`config.mk`:
```
export PLATFORM = sky130hd
export DESIGN_NAME = vmul_result_collector
export DESIGN_NICKNAME = d
export VERILOG_FILES = /design/src/rtl/vmul_pkg.sv /design/src/rtl/vmul_beat_extract.sv /design/src/rtl/vmul_result_collector.sv
export SDC_FILE = /design/constraint.sdc
export NUM_CORES = 1
export LEC_CHECK = 0
export CAP_MARGIN = 20
export CORE_AREA = 2 2 294 296
export CTS_CLUSTER_SIZE = 24
export DETAILED_ROUTE_END_ITERATION = 10
export DIE_AREA = 0 0 296 298
export HOLD_SLACK_MARGIN = 0.08
export PLACE_DENSITY = 0.48
export REMOVE_ABC_BUFFERS = 1
export SYNTH_ARGS = -nofsm -noshare
export SYNTH_HDL_FRONTEND = slang
export SYNTH_SLANG_ARGS = --single-unit
export TNS_END_PERCENT = 50
```
`constraint.sdc`:
```
create_clock -name clk -period 11.95 [get_ports clk]
set_input_delay 2.9875 -clock clk [delete_from_list [all_inputs] [get_ports clk]]
set_output_delay 2.9875 -clock clk [all_outputs]
set_load 0.02 [all_outputs]
```
`src/rtl/vmul_pkg.sv`:
```
// Shared types and helpers for the vector-multiply result collector.
package vmul_pkg;

  typedef enum logic [1:0] {
    SEW8    = 2'b00,
    SEW16   = 2'b01,
    SEW32   = 2'b10,
    SEW_ILL = 2'b11
  } sew_e;

  typedef enum logic [1:0] {
    IDLE    = 2'b00,
    COLLECT = 2'b01,
    OUTPUT  = 2'b10
  } state_e;

  localparam int unsigned WORD_W = 32;
  localparam int unsigned BEAT_W = 64;

  // Elements packed into one 32-bit result word (one beat) for a given SEW.
  function automatic logic [2:0] epb_of(input sew_e s);
    case (s)
      SEW8:    epb_of = 3'd4;
      SEW16:   epb_of = 3'd2;
      SEW32:   epb_of = 3'd1;
      default: epb_of = 3'd0;
    endcase
  endfunction

  // log2 of the elements-per-beat count; turns beat index into element index.
  function automatic logic [1:0] epb_log2(input sew_e s);
    case (s)
      SEW8:    epb_log2 = 2'd2;
      SEW16:   epb_log2 = 2'd1;
      SEW32:   epb_log2 = 2'd0;
      default: epb_log2 = 2'd0;
    endcase
  endfunction

endpackage

```
`src/rtl/vmul_beat_extract.sv`:
```
// Turns one 64-bit product beat into one packed 32-bit result word:
// picks the low or high SEW bits of each double-width lane and zeroes
// elements whose index falls at or beyond vl.
module vmul_beat_extract
  import vmul_pkg::*;
#(
  parameter int VLW = 7
) (
  input  logic [BEAT_W-1:0] i_product,
  input  sew_e              i_sew,
  input  logic              i_high,
  input  logic [VLW-1:0]    i_base,
  input  logic [VLW-1:0]    i_vl,
  output logic [WORD_W-1:0] o_word
);

  // Lane selection and tail masking for the current element width
  always_comb begin
    o_word = 32'h0000_0000;
    case (i_sew)
      SEW8: begin
        for (int j = 0; j < 4; j++) begin
          if ((i_base + VLW'(j)) < i_vl) begin
            if (i_high) begin
              o_word[8*j +: 8] = i_product[16*j+8 +: 8];
            end else begin
              o_word[8*j +: 8] = i_product[16*j +: 8];
            end
          end else begin
            o_word[8*j +: 8] = 8'h00;
          end
        end
      end
      SEW16: begin
        for (int j = 0; j < 2; j++) begin
          if ((i_base + VLW'(j)) < i_vl) begin
            if (i_high) begin
              o_word[16*j +: 16] = i_product[32*j+16 +: 16];
            end else begin
              o_word[16*j +: 16] = i_product[32*j +: 16];
            end
          end else begin
            o_word[16*j +: 16] = 16'h0000;
          end
        end
      end
      SEW32: begin
        if (i_base < i_vl) begin
          if (i_high) begin
            o_word = i_product[63:32];
          end else begin
            o_word = i_product[31:0];
          end
        end else begin
          o_word = 32'h0000_0000;
        end
      end
      default: o_word = 32'h0000_0000;
    endcase
  end

endmodule

```
`src/rtl/vmul_result_collector.sv`:
```
// Collects SEW-configurable multiplier product beats into a VLEN-bit
// destination image and hands the finished image to writeback.
module vmul_result_collector
  import vmul_pkg::*;
#(
  parameter int VLEN = 512,
  parameter int VLW  = $clog2(VLEN/8) + 1
) (
  input  logic              clk,
  input  logic              reset,
  input  logic              cmd_valid,
  output logic              cmd_ready,
  input  logic [1:0]        cmd_sew,
  input  logic              cmd_high,
  input  logic [VLW-1:0]    cmd_vl,
  input  logic              in_valid,
  input  logic [BEAT_W-1:0] product_in,
  output logic              out_valid,
  input  logic              out_ready,
  output logic [VLEN-1:0]   vd_data,
  output logic              err_sew,
  output logic              busy
);

  localparam int NWORDS = VLEN / 32;
  localparam int IW     = (NWORDS > 1) ? $clog2(NWORDS) : 1;

  state_e                         r_state;
  sew_e                           r_sew;
  logic                           r_high;
  logic [VLW-1:0]                 r_vl;
  logic [VLW-1:0]                 r_nb;
  logic [VLW-1:0]                 r_beat;
  logic [NWORDS-1:0][WORD_W-1:0]  r_buf;
  logic                           r_cmd_ready;
  logic                           r_out_valid;
  logic                           r_busy;
  logic                           r_err_sew;

  sew_e                           w_cmd_sew;
  logic [VLW-1:0]                 w_nb;
  logic [VLW-1:0]                 w_base;
  logic [IW-1:0]                  w_beat_idx;
  logic                           w_beat_in_range;
  logic                           w_last_beat;
  logic [WORD_W-1:0]              w_word;

  // Beat count for the incoming command and element base of the current beat
  always_comb begin
    w_cmd_sew       = sew_e'(cmd_sew);
    w_nb            = (cmd_vl + VLW'(epb_of(w_cmd_sew)) - VLW'(1'b1)) >> epb_log2(w_cmd_sew);
    w_base          = r_beat << epb_log2(r_sew);
    w_beat_idx      = r_beat[IW-1:0];
    w_beat_in_range = (r_beat < VLW'(NWORDS));
    w_last_beat     = (r_beat == (r_nb - VLW'(1'b1)));
  end

  vmul_beat_extract #(
    .VLW (VLW)
  ) u_extract (
    .i_product (product_in),
    .i_sew     (r_sew),
    .i_high    (r_high),
    .i_base    (w_base),
    .i_vl      (r_vl),
    .o_word    (w_word)
  );

  // Command capture, beat collection and writeback handshake
  always_ff @(posedge clk) begin
    if (reset) begin
      r_state     <= IDLE;
      r_sew       <= SEW8;
      r_high      <= 1'b0;
      r_vl        <= '0;
      r_nb        <= '0;
      r_beat      <= '0;
      r_buf       <= '0;
      r_cmd_ready <= 1'b1;
      r_out_valid <= 1'b0;
      r_busy      <= 1'b0;
      r_err_sew   <= 1'b0;
    end else begin
      case (r_state)
        IDLE: begin
          if (cmd_valid && r_cmd_ready) begin
            r_sew       <= w_cmd_sew;
            r_high      <= cmd_high;
            r_vl        <= cmd_vl;
            r_nb        <= w_nb;
            r_beat      <= '0;
            r_buf       <= '0;
            r_cmd_ready <= 1'b0;
            r_busy      <= 1'b1;
            if (w_cmd_sew == SEW_ILL) begin
              // Illegal width: flag it and hand back an all-zero image
              r_err_sew   <= 1'b1;
              r_state     <= OUTPUT;
              r_out_valid <= 1'b1;
            end else begin
              r_err_sew <= 1'b0;
              if (cmd_vl == '0) begin
                r_state     <= OUTPUT;
                r_out_valid <= 1'b1;
              end else begin
                r_state     <= COLLECT;
                r_out_valid <= 1'b0;
              end
            end
          end else begin
            r_cmd_ready <= 1'b1;
          end
        end
        COLLECT: begin
          if (in_valid) begin
            // Guard against vl beyond the register size wrapping into low words
            if (w_beat_in_range) begin
              r_buf[w_beat_idx] <= w_word;
            end
            r_beat <= r_beat + VLW'(1'b1);
            if (w_last_beat) begin
              r_state     <= OUTPUT;
              r_out_valid <= 1'b1;
            end
          end
        end
        OUTPUT: begin
          if (out_ready) begin
            r_state     <= IDLE;
            r_out_valid <= 1'b0;
            r_cmd_ready <= 1'b1;
            r_busy      <= 1'b0;
          end
        end
        default: begin
          r_state     <= IDLE;
          r_out_valid <= 1'b0;
          r_cmd_ready <= 1'b1;
          r_busy      <= 1'b0;
        end
      endcase
    end
  end

  assign cmd_ready = r_cmd_ready;
  assign out_valid = r_out_valid;
  assign busy      = r_busy;
  assign err_sew   = r_err_sew;
  assign vd_data   = r_buf;

endmodule

```
Word-level counts from Yosys, hierarchy flattened
Cells that the tools add are included.
{ "totals": {"regBits": 542} }
{ "classes": {"add_sub_neg": 7, "magnitude_cmp": 7, "eq_ne": 13, "shift": 2, "mux": 48, "bitwise_logic": 1, "n_reduce_logical": 13} }
{ "op_table": {"columns": ["op", "count"], "rows": [
  ["$mux 512", 3],
  ["$pmux 512 s2", 1],
  ["$bwmux 512", 1],
  ["$demux 32 s4", 1],
  ["$mux 32", 3],
  ["$pmux 32 s3", 1],
  ["$mux 16", 4],
  ["$mux 8", 8],
  ["$lt 7x7->1", 4],
  ["$add 7x1->7 const B", 2],
  ["$add 7x2->7 const B", 2],
  ["$mux 7", 2],
  ["$pmux 7 s2", 1],
  ["$sub 7x1->7 const B", 2],
  ["$mux 2", 6],
  ["$mux 1", 10],
  ["$ne 2x2->1 const B", 5],
  ["$pmux 1 s3", 3],
  ["$pmux 3 s3", 1],
  ["$eq 2x2->1 const B", 4],
  ["$pmux 2 s2", 2],
  ["$reduce_and 4->1", 2],
  ["$add 7x3->7", 1],
  ["$eq 7x7->1", 1],
  ["other kinds (14)", 21]
]} }

Depth between registers and ports, before layout
Gate-level depths: netlist of run 1.
{ "depth": {"word_depth": 11, "mapped_depth": 17, "ltp_nobuf": 14} }

Modules after synthesis
A second synthesis of run 1 with hierarchy kept.
{ "hier_totals": {"cells_unflattened": 2443, "hier_area_um2": 23187.2} }
{ "by_module_without_submodules": {"columns": ["mod", "instances", "cells_per_inst", "area_each_um2"], "rows": [
  ["vmul_result_collector", 1, 2127, 20857.5],
  ["vmul_beat_extract", 1, 316, 2329.7]
]} }

Worst setup path after synthesis of run 1
OpenSTA, ideal clock, no wires.
{ "synth_path": {"path_type": "input -> register", "startpoint": "input port cmd_sew[1]", "endpoint": "register r_nb[5]", "setup_time_ns": 0.117, "arrival_ns": 5.185, "required_time_ns": 11.833, "path_slack_ns": 6.647, "stages": 11, "cell_sequence": "clkbuf_1 -> or2_2 -> ha_1 -> inv_1 -> ha_1 -> a21o_1 -> a21oi_1 -> o21ai_0 -> a21o_1 -> a22o_1 -> a32o_1"} }
{ "synth_between": {"elab_chain_cells": 5, "word_cells_on_any_way": 8} }
{ "synth_rtl": {"columns": ["element", "line_no", "source"], "rows": [
  ["from (decl)", "vmul_result_collector.sv:13", "input logic [1:0] cmd_sew,"],
  ["$eq 2x2->1 (tied with other cells)", "vmul_pkg.sv:22", "case (s)"],
  ["$pmux 3 s3", "vmul_pkg.sv:22", null],
  ["$add 7x3->7", "vmul_result_collector.sv:51", "w_nb = (cmd_vl + VLW'(epb_of(w_cmd_sew)) - VLW'(1'b1)) >> epb_log2(w_cmd_sew);"],
  ["$sub 7x1->7", "vmul_result_collector.sv:51", null],
  ["$shr 7x2->7 *", "vmul_result_collector.sv:51", null],
  ["to (signal assigned)", "vmul_result_collector.sv:90", "r_nb <= w_nb;"],
  ["to (decl)", "vmul_result_collector.sv:32", "logic [VLW-1:0] r_nb;"]
]} }
Mark *: on every way between the ends. The rest lies on a longest branch, timed or not.
A chain may end at the register's enable or synchronous reset.

Final worst setup path of run 1
Ends and elaborated chain as after synthesis.

==> results.yml, run 1 <==
synthesis:
  synth_top_family_by_area: "compound AO/OA/AOI/OAI gates"
  synth_common_cells: "dfxtp_1, a22o_1, nand2_1"
  async_reset_ff_share_pct: 0
  yosysTopAreaCell: "dfxtp_1"
  syn_inst: 2111
  synth_area_um2: 21150
  synth-seq-cells: 542
  yosys.area_share.simple_pct: 13.27
  avgSynthCellArea_um2: 10.02
  synth-xor-area-share_pct: 1.325
  yosysSeqAreaShare_pct: 51.31
  synth_edf_count: 0
  synth_adder_area_share_pct: 2.402
  synthDominantCellAreaShare_pct: 51.31
  synth_compound_area_share_pct: 24.67
  synth.distinct_cells: 68
  synth_most_common_cell: "dfxtp_1"
  yosysWarnings: 0
  synthMuxAreaShare_pct: 2.012
  synthFlopType: "dfxtp_1"
  ys_top_cells_by_area: "dfxtp_1, a22o_1, a22oi_1, nand2_1, o21ai_0"
floorplanning:
  io_pins: 595
  die_h_um: 298
  die_w_um: 296
  placementRows: 107
  coreArea_um2: 84880
  design.die.area_um2: 88210
  start_util_pct: 24.91
timing:
  hold_violations: 0
  finalClockSkew_ns: 0.04112
  fin_crit_sh_pct: 46.72
  tns_ns: 0
  setup_viol: 0
  max_slew_margin_pct: 27.71
  tightest_slew_ns: 1.084
  rsz0062_at_grt: "false"
  slew_viol_final: 0
  max_freq_ghz: 0.1791
  period_minus_slack_ns: 5.583
routing:
  num_vias: 18950
  detail-route-antenna-nets: 0
  initialDrtViolationCount: 1163
  dr.pass1.iters: 7
  drc_errors: 0
  routed_wl_um: 95810
  avgRoutedWirePerCell_um: 24.69
  viasPerCell: 4.884
flow_run:
  maxCapViolCount: 0
cts:
  cts_buffers: 66
  clock_tree.root_cell: "clkbuf_16"
  cts.sinks: 542
  cts_setup_buffers: 0
  tritoncts: "yes"
  h-tree-depth: 3
  clk_path_buf_depth: 3
  cts_hold_buf: 0
  clk_latency_ns: 0.61
  clk_pin_slew_ns: 0.06
  ctsResizeCount: 0
setup_path:
  crit_path_end: "r_nb[5]$_SDFFE_PP0P_"
  worstSetupPathType: "input pin to register"
  max_stage_delay_ns: 0.70
  critical_path.top_delay_family: "compound AO/OA/AOI/OAI gates"
  crit_chain: "clkdlybuf4s50_1, or2_2, ha_1, inv_1, ha_1, a21o_1, a21oi_1, o21ai_0, a21o_1, a22o_1, a32o_1"
  cp-start-kind: "input pin"
  cp-end-kind: "register"
  cp.arrival_ns: 6.08
  cp_num_cells: 11
  crit_start: "cmd_sew[1]"
  required_ns: 12.44
  ff2ff_setup_slack_ns: 7.14
  reg2reg_from: "r_beat[2]$_SDFFE_PP0P_"
  reg2reg_to: "vd_data[251]$_SDFFE_PP0P_"
  cpMaxStageDelayCell: "clkdlybuf4s50_1"
  r2r_cells: 14
  critPathMaxFanout: 17
  critPathBufInv: 2
final_layout:
  drive_above_1_share_pct: 10.61
  area_growth_syn_to_layout_pct: 44.70
  nets: 2800
  utilization_pct: 36.05
power_and_ir_drop:
  pwr-share-comb_pct: 18.9
  power.density_nw_per_um2: 159.0
  vdd_drop_max_v: 0.0001061
  p_int_uw: 3313
  pwr-share-seq_pct: 37.8
  switching_power_uw: 1551
  p_leak_uw: 0.01098
  swShare_pct: 31.89
  clkPwrFrac_pct: 43.3
placed_design:
  gp_congestion: 0.8288
  dp_hpwl_um: 67500
  io_buffer_count: 594
grt:
  grt_usage_pct: 20.98
  grt_pass1_vias: 18710
  gr-total-overflow: 0
  grt_pass1_wl_um: 135700
  grt_antenna_before_repair: 3
  grt_max_degree: 106
worst_hold_path:
  hold_class: "register to register"
status:
  status: "complete, no violations"
routing by layer:
| metal | track usage, % | vias up | wire length, um |
|---|---|---|---|
| li1 | - | 8826 | - |
| met2 | 35.47 | 723 | 45530 |
| met3 | 6.236 | 123 | 8095 |
| met1 | 25.61 | 9276 | 39900 |
| met4 | 6.000 | 2 | 2280 |
| met5 | 0 | - | 13 |
cells in the final DEF (no fill, tap or decap), types with 12 or more instances in the layout:
master	synthesis	layout
o2bb2ai_1	24	24
inv_1	51	51
xnor2_1	25	25
o21ai_0	133	133
a21oi_2	8	13
clkbuf_16	0	67
mux2_2	12	12
clkbuf_8	0	12
clkdlybuf4s50_1	0	593
a21oi_1	51	45
buf_4	21	58
nor2_1	172	172
a22oi_1	129	129
nand4_1	22	22
a22o_1	265	265
nor4_4	12	13
ha_1	39	39
dfxtp_1	542	539
nor2b_1	16	15
nor3_1	16	16
mux2i_1	29	29
nand2_1	237	237
worst min path at each step:
stage	startpoint	endpoint	slack [ns]	cells past startpoint
global placement	vd_data[138]$_SDFFE_PP0P_	vd_data[138]$_SDFFE_PP0P_	0.44	2
detailed placement	vd_data[138]$_SDFFE_PP0P_	vd_data[138]$_SDFFE_PP0P_	0.44	2
CTS	vd_data[137]$_SDFFE_PP0P_	vd_data[137]$_SDFFE_PP0P_	0.45	2
global route	vd_data[233]$_SDFFE_PP0P_	vd_data[233]$_SDFFE_PP0P_	0.48	2
finish	vd_data[142]$_SDFFE_PP0P_	vd_data[142]$_SDFFE_PP0P_	0.45	2
floorplan	r_vl[2]$_SDFFE_PP0P_	r_vl[2]$_SDFFE_PP0P_	0.43	2
tightest hold or removal path, cell delays in order (launching register included):
cell and delay, ns:
dfxtp_1 0.32, nand2_1 0.05, o21ai_0 0.05
through the flow:
| step | hold slack (ns) | instances | setup WS (ns) | power, uW | area [um2] |
|---|---|---|---|---|---|
| finish | 0.4520 | 3880 | 6.367 | 4864 | 30600 |
| global route | 0.4781 | 3876 | 6.173 | 5039 | 30590 |
| CTS | 0.4526 | 3869 | 6.366 | 4917 | 30460 |
| detailed placement | 0.4436 | 3750 | 5.749 | 2804 | 28160 |
| global placement | 0.4365 | 3748 | 5.823 | 2796 | 28140 |
| floorplan | 0.4303 | 1952 | 6.458 | 2284 | 20280 |
state kept, by name, indices dropped and copies added (netlist names):
name	cells
r_sew	2
out_valid	1
busy	1
err_sew	1
r_beat	7
r_state	2
vd_data	512
cmd_ready	1
r_nb	7
r_vl	7
r_high	1
power groups by stage:
stage / Clock (uW) / Combinational [uW] / Sequential (uW)
finish: 2100 / 920 / 1840
global route: 2220 / 976 / 1840
CTS: 2150 / 919 / 1850
detailed placement: 0 / 917 / 1890
global placement: 0 / 910 / 1890
floorplan: 0 / 393 / 1890
cell families after synthesis:
family / after synthesis
compound gates: 687
fa+ha+maj: 40
flops: 542
buf+inv: 210
xor+xnor: 32
simple gates: 559
mux: 41
cell type report:
| cell class | instances | area [um2] |
|---|---|---|
| Antenna cell | 4 | 10.01 |
| Clock buffer | 90 | 1883 |
| Clock inverter | 29 | 414.1 |
| Fill cell | 8582 | 54280 |
| Inverter | 51 | 191.4 |
| Multi-Input combinational cell | 1359 | 9278 |
| Sequential cell | 542 | 10860 |
| Tap cell | 1144 | 1431 |
| Timing Repair Buffer | 661 | 6533 |
Power figures use the tool's default switching activity.
==> inputs of run 2 (changes only) <==
--- a/config.mk
+++ b/config.mk
@@ -11,7 +11,7 @@
 export DETAILED_ROUTE_END_ITERATION = 10
 export DIE_AREA = 0 0 296 298
 export HOLD_SLACK_MARGIN = 0.08
-export PLACE_DENSITY = 0.48
+export PLACE_DENSITY = 0.5
 export REMOVE_ABC_BUFFERS = 1
 export SYNTH_ARGS = -nofsm -noshare
 export SYNTH_HDL_FRONTEND = slang
==> constraint.sdc (replaced) <==
create_clock -name clk -period 4.6 [get_ports clk]
set_input_delay 1.15 -clock clk [delete_from_list [all_inputs] [get_ports clk]]
set_output_delay 1.15 -clock clk [all_outputs]
set_load 0.02 [all_outputs]
==> results.yml, run 2 (same netlist as run 1, synthesis figures left out) <==
setup_path:
  crit_start: "r_sew[0]$_SDFFE_PP0P_"
  ff2ff_setup_slack_ns: 0.74
  reg2reg_to: "vd_data[278]$_SDFFE_PP0P_"
  reg2reg_from: "r_sew[0]$_SDFFE_PP0P_"
  cp-end-kind: "register"
  critPathBufInv: 3
  critical_path.top_delay_family: "compound AO/OA/AOI/OAI gates"
  r2r_cells: 15
  required_ns: 5.13
  crit_chain: "mux2_2, mux2i_1, buf_4, or2_2, or2_2, nor2_1, xnor2_1, ha_1, a21oi_1, o21ai_0, inv_1, nand3_2, o211ai_2, buf_4, a22o_1"
  cp-start-kind: "register"
  cp_num_cells: 15
  max_stage_delay_ns: 0.80
  cp.arrival_ns: 4.39
  cpMaxStageDelayCell: "o211ai_2"
  worstSetupPathType: "register to register"
  critPathMaxFanout: 11
cts:
  ctsResizeCount: 0
  cts.sinks: 542
  clock_tree.root_cell: "clkbuf_16"
  tritoncts: "yes"
  h-tree-depth: 3
  cts_buffers: 66
  clk_pin_slew_ns: 0.06
  cts_hold_buf: 0
  clk_path_buf_depth: 3
  clk_latency_ns: 0.61
  cts_setup_buffers: 0
floorplanning:
  placementRows: 107
  die_h_um: 298
  design.die.area_um2: 88210
  die_w_um: 296
  coreArea_um2: 84880
  io_pins: 595
  start_util_pct: 24.91
placed_design:
  dp_cells: 3783
  gp_congestion: 0.8649
  dp_hpwl_um: 67640
  place_ws_ns: 0.2967
  io_buffer_count: 594
grt:
  grt_max_degree: 125
  grt_pass1_vias: 18990
  gr-total-overflow: 0
  grt_pass1_wl_um: 135400
  grt_antenna_before_repair: 5
  grt_usage_pct: 20.74
timing:
  slew_viol_final: 0
  whs_ns: 0.4534
  rsz0062_at_grt: "false"
  period_minus_slack_ns: 3.856
  fin_ws_ns: 0.7436
  finalClockSkew_ns: 0.03400
  setup_viol: 0
  max_slew_margin_pct: 32.71
  max_freq_ghz: 0.2593
  hold_violations: 0
  tightest_slew_ns: 1.007
  tns_ns: 0
  fin_crit_sh_pct: 83.83
worst_hold_path:
  hold_class: "register to register"
  hp-start: "vd_data[237]$_SDFFE_PP0P_"
  holdPathEnd: "vd_data[237]$_SDFFE_PP0P_"
  min_path_cells: 2
routing:
  routed_wl_um: 94900
  dr.pass1.iters: 5
  drc_errors: 0
  avgRoutedWirePerCell_um: 24.29
  viasPerCell: 4.883
  initialDrtViolationCount: 1142
  detail-route-antenna-nets: 0
  num_vias: 19070
power_and_ir_drop:
  power.density_nw_per_um2: 403.6
  p_leak_uw: 0.01106
  vdd_drop_max_v: 0.0002267
flow_run:
  maxCapViolCount: 0
final_layout:
  multi_input_area_um2: 9285
  regArea_um2: 10860
  layout.cells.most_common: "clkdlybuf4s50_1"
  final_cell_count_no_fill: 3906
  nets: 2827
  drive_above_1_share_pct: 11.24
  area_growth_syn_to_layout_pct: 45.07
  largest_reg_flops: 512
  fill_cells: 8593
  layout_common_cells: "clkdlybuf4s50_1, dfxtp_1, a22o_1, nand2_1, nor2_1"
status:
  status: "complete, no violations"
-- run 2: cell types whose count changed in the layout (fill, tap and decap cells not counted), moves of 2 or more --
cell        change
buf_16          -2
buf_4          +32
buf_6           -6
buf_8           +2
bufinv_16       -4
clkbuf_1        +7
clkbuf_8        -2
clkinv_16       +3
clkinv_8        -2
clkinvlp_4      -2
inv_6           +2
-- run 2: power breakdown --
group	internal, uW	switching [uW]	leakage [uW]
sequential	4730	45.7	0.00437
clock	3040	2170	0.00108
combinational	599	1790	0.00561
-- run 2: worst max path at each step --
| stage | endpoint |
|---|---|
| floorplan | vd_data[21]$_SDFFE_PP0P_ |
| global placement | r_nb[5]$_SDFFE_PP0P_ |
| detailed placement | r_nb[5]$_SDFFE_PP0P_ |
| CTS | vd_data[490]$_SDFFE_PP0P_ |
| global route | vd_data[74]$_SDFFE_PP0P_ |
| finish | vd_data[278]$_SDFFE_PP0P_ |
-- run 2: per-stage QoR --
stage          power, uW  utilization [%]  instance area [um2]
2_1_floorplan       5932                -                20280
3_3_place_gp        7263            33.47                28410
3_5_place_dp        7292            33.50                28440
4_1_cts            12550            36.10                30640
5_1_grt            12840            36.13                30670
6_report           12380            36.14                30680
-- run 2: tightest hold or removal path, cell delays in order (launching register included) --
cell and delay (ns):
dfxtp_1 0.32, nand2_1 0.05, o21ai_0 0.06
-- run 2: layout make-up --
cell class | count | area share [%]
Inverter | 51 | 0.6241
Timing Repair Buffer | 688 | 21.84
Antenna cell | 3 | 0.02447
Tap cell | 1144 | 4.666
Multi-Input combinational cell | 1359 | 30.27
Clock inverter | 25 | 1.130
Clock buffer | 94 | 6.053
Sequential cell | 542 | 35.39
-- run 2: metal layers --
layer / part of all wire [%] / global-route usage [%] / wire, um
met1: 42 / 25.73 / 40120
met2: 48 / 35.15 / 45350
met3: 6.9 / 4.953 / 6571
met4: 3.0 / 6.722 / 2826
met5: 0.028 / 0 / 27
==> inputs of run 3 (changes only) <==
==> constraint.sdc (replaced) <==
create_clock -name clk -period 3.15 [get_ports clk]
set_input_delay 0.7875 -clock clk [delete_from_list [all_inputs] [get_ports clk]]
set_output_delay 0.7875 -clock clk [all_outputs]
set_load 0.02 [all_outputs]
==> results.yml, run 3 (same netlist as run 1, synthesis figures left out) <==
status:
  status: "finished with violations"
  violations: "setup timing"
timing:
  setup_viol: 39
  period_minus_slack_ns: 3.216
  slew_viol_final: 0
  max_slew_margin_pct: 42.63
  finalClockSkew_ns: 0.04206
  tightest_slew_ns: 0.8587
  fin_ws_ns: -0.06633
  hold_violations: 0
  whs_ns: 0.4465
  rsz0062_at_grt: "true"
  fin_crit_sh_pct: 102.1
  max_freq_ghz: 0.3109
  tns_ns: -0.6123
grt:
  top_usage_layer: "met2"
  grt_use_met3_pct: 5.147
  grt_pass1_vias: 19300
  grt_max_degree: 73
  grt_pass1_wl_um: 135800
  gr-total-overflow: 0
  grt_antenna_before_repair: 9
  grt_usage_pct: 20.71
  met2_usage_pct: 34.96
  use_met1_pct: 25.56
final_layout:
  area_growth_syn_to_layout_pct: 54.18
  regArea_um2: 10870
  largest_reg_flops: 512
  nets: 2929
  fill_cells: 8436
  layout_common_cells: "clkdlybuf4s50_1, dfxtp_1, a22o_1, nand2_1, nor2_1"
  layout.cells.most_common: "clkdlybuf4s50_1"
  utilization_pct: 38.41
  drive_above_1_share_pct: 16.10
  multi_input_area_um2: 9612
cts:
  cts.sinks: 542
  clk_pin_slew_ns: 0.07
  cts_buffers: 61
  clk_latency_ns: 0.63
  clk_path_buf_depth: 3
  h-tree-depth: 2
  tritoncts: "yes"
  clock_tree.root_cell: "clkbuf_16"
routing:
  dr.pass1.iters: 5
  initialDrtViolationCount: 1179
  viasPerCell: 4.869
  avgRoutedWirePerCell_um: 24.06
  routed_wl_um: 96370
  detail-route-antenna-nets: 0
  num_vias: 19500
  drc_errors: 0
setup_path:
  critPathMaxFanout: 8
  crit_chain: "mux2_4, mux2i_2, or2_4, or2_4, nor2_4, xnor2_1, ha_1, nand2_2, a211o_1, nand3_2, buf_12, buf_12, o211ai_1, buf_4, clkbuf_16, a22o_1"
  cp-end-kind: "register"
  cp-start-kind: "register"
  worstSetupPathType: "register to register"
  cp.arrival_ns: 3.72
  cp_num_cells: 16
  cpMaxStageDelayCell: "dfxtp_4"
  r2r_cells: 16
  required_ns: 3.65
  critPathBufInv: 4
  critical_path.top_delay_family: "simple AND/OR/NAND/NOR gates"
  max_stage_delay_ns: 0.37
worst_hold_path:
  hold_class: "register to register"
  min_path_cells: 2
placed_design:
  place_ws_ns: -0.3416
  dp_hpwl_um: 67390
  io_buffer_count: 594
  gp_congestion: 0.8295
power_and_ir_drop:
  vdd_drop_max_v: 0.0004094
  power.density_nw_per_um2: 576.5
  p_leak_uw: 0.01190
flow_run:
  maxCapViolCount: 0
floorplanning:
  start_util_pct: 24.91
  die_w_um: 296
  design.die.area_um2: 88210
  placementRows: 107
  die_h_um: 298
  io_pins: 595
  coreArea_um2: 84880
-- run 3: timing repair --
action	4_1_cts	5_1_grt
hold buffers	0	0
gates cloned	3	4
resized for setup	37	89
setup buffers	18	19
pin swaps	39	86
setup endpoints to repair	512	512
-- run 3: area by class of cell --
| type | count | share of cell area (%) |
|---|---|---|
| inverters | 51 | 0.5872 |
| clock buffers | 86 | 5.553 |
| multi-input cells | 1359 | 29.48 |
| diodes | 3 | 0.02303 |
| well taps | 1144 | 4.390 |
| clock inverters | 25 | 0.8366 |
| repair buffers | 795 | 25.80 |
| flip-flops and latches | 542 | 33.33 |
-- run 3: stage by stage --
stage	power, uW	std cells	cell area (um2)
2_1_floorplan	8663	1952	20280
3_3_place_gp	11140	3851	29620
3_5_place_dp	11160	3851	29620
4_1_cts	18770	3982	32120
5_1_grt	19480	4002	32600
6_report	18800	4005	32600
-- run 3: final timing paths --
path,startpoint,end,slack (ns)
max,r_sew[0]$_SDFFE_PP0P_,vd_data[373]$_SDFFE_PP0P_,-0.07
min,vd_data[331]$_SDFFE_PP0P_,vd_data[331]$_SDFFE_PP0P_,0.45
max reg2reg,r_sew[0]$_SDFFE_PP0P_,vd_data[373]$_SDFFE_PP0P_,-0.07
min reg2reg,vd_data[331]$_SDFFE_PP0P_,vd_data[331]$_SDFFE_PP0P_,0.45
-- run 3: worst min-delay path, stage by stage, from the launching register on --
cell and delay [ns]:
dfxtp_1 0.31, nand2_1 0.05, o21ai_1 0.05
-- run 3: routing by layer --
metal	up-vias	routed length, um	part of all wire, %
met5	-	40	0.042
met2	746	45880	48
li1	9060	-	-
met3	157	7172	7.4
met4	6	3061	3.2
met1	9533	40210	42
-- run 3: power by group --
| group | leakage (uW) | total [uW] | internal, uW | switching (uW) |
|---|---|---|---|---|
| combinational | 0.00650 | 4530 | 1650 | 2880 |
| sequential | 0.00437 | 6980 | 6910 | 72.4 |
| clock | 0.00103 | 7280 | 4260 | 3020 |
| total | 0.0119 | 18800 | 12800 | 5980 |
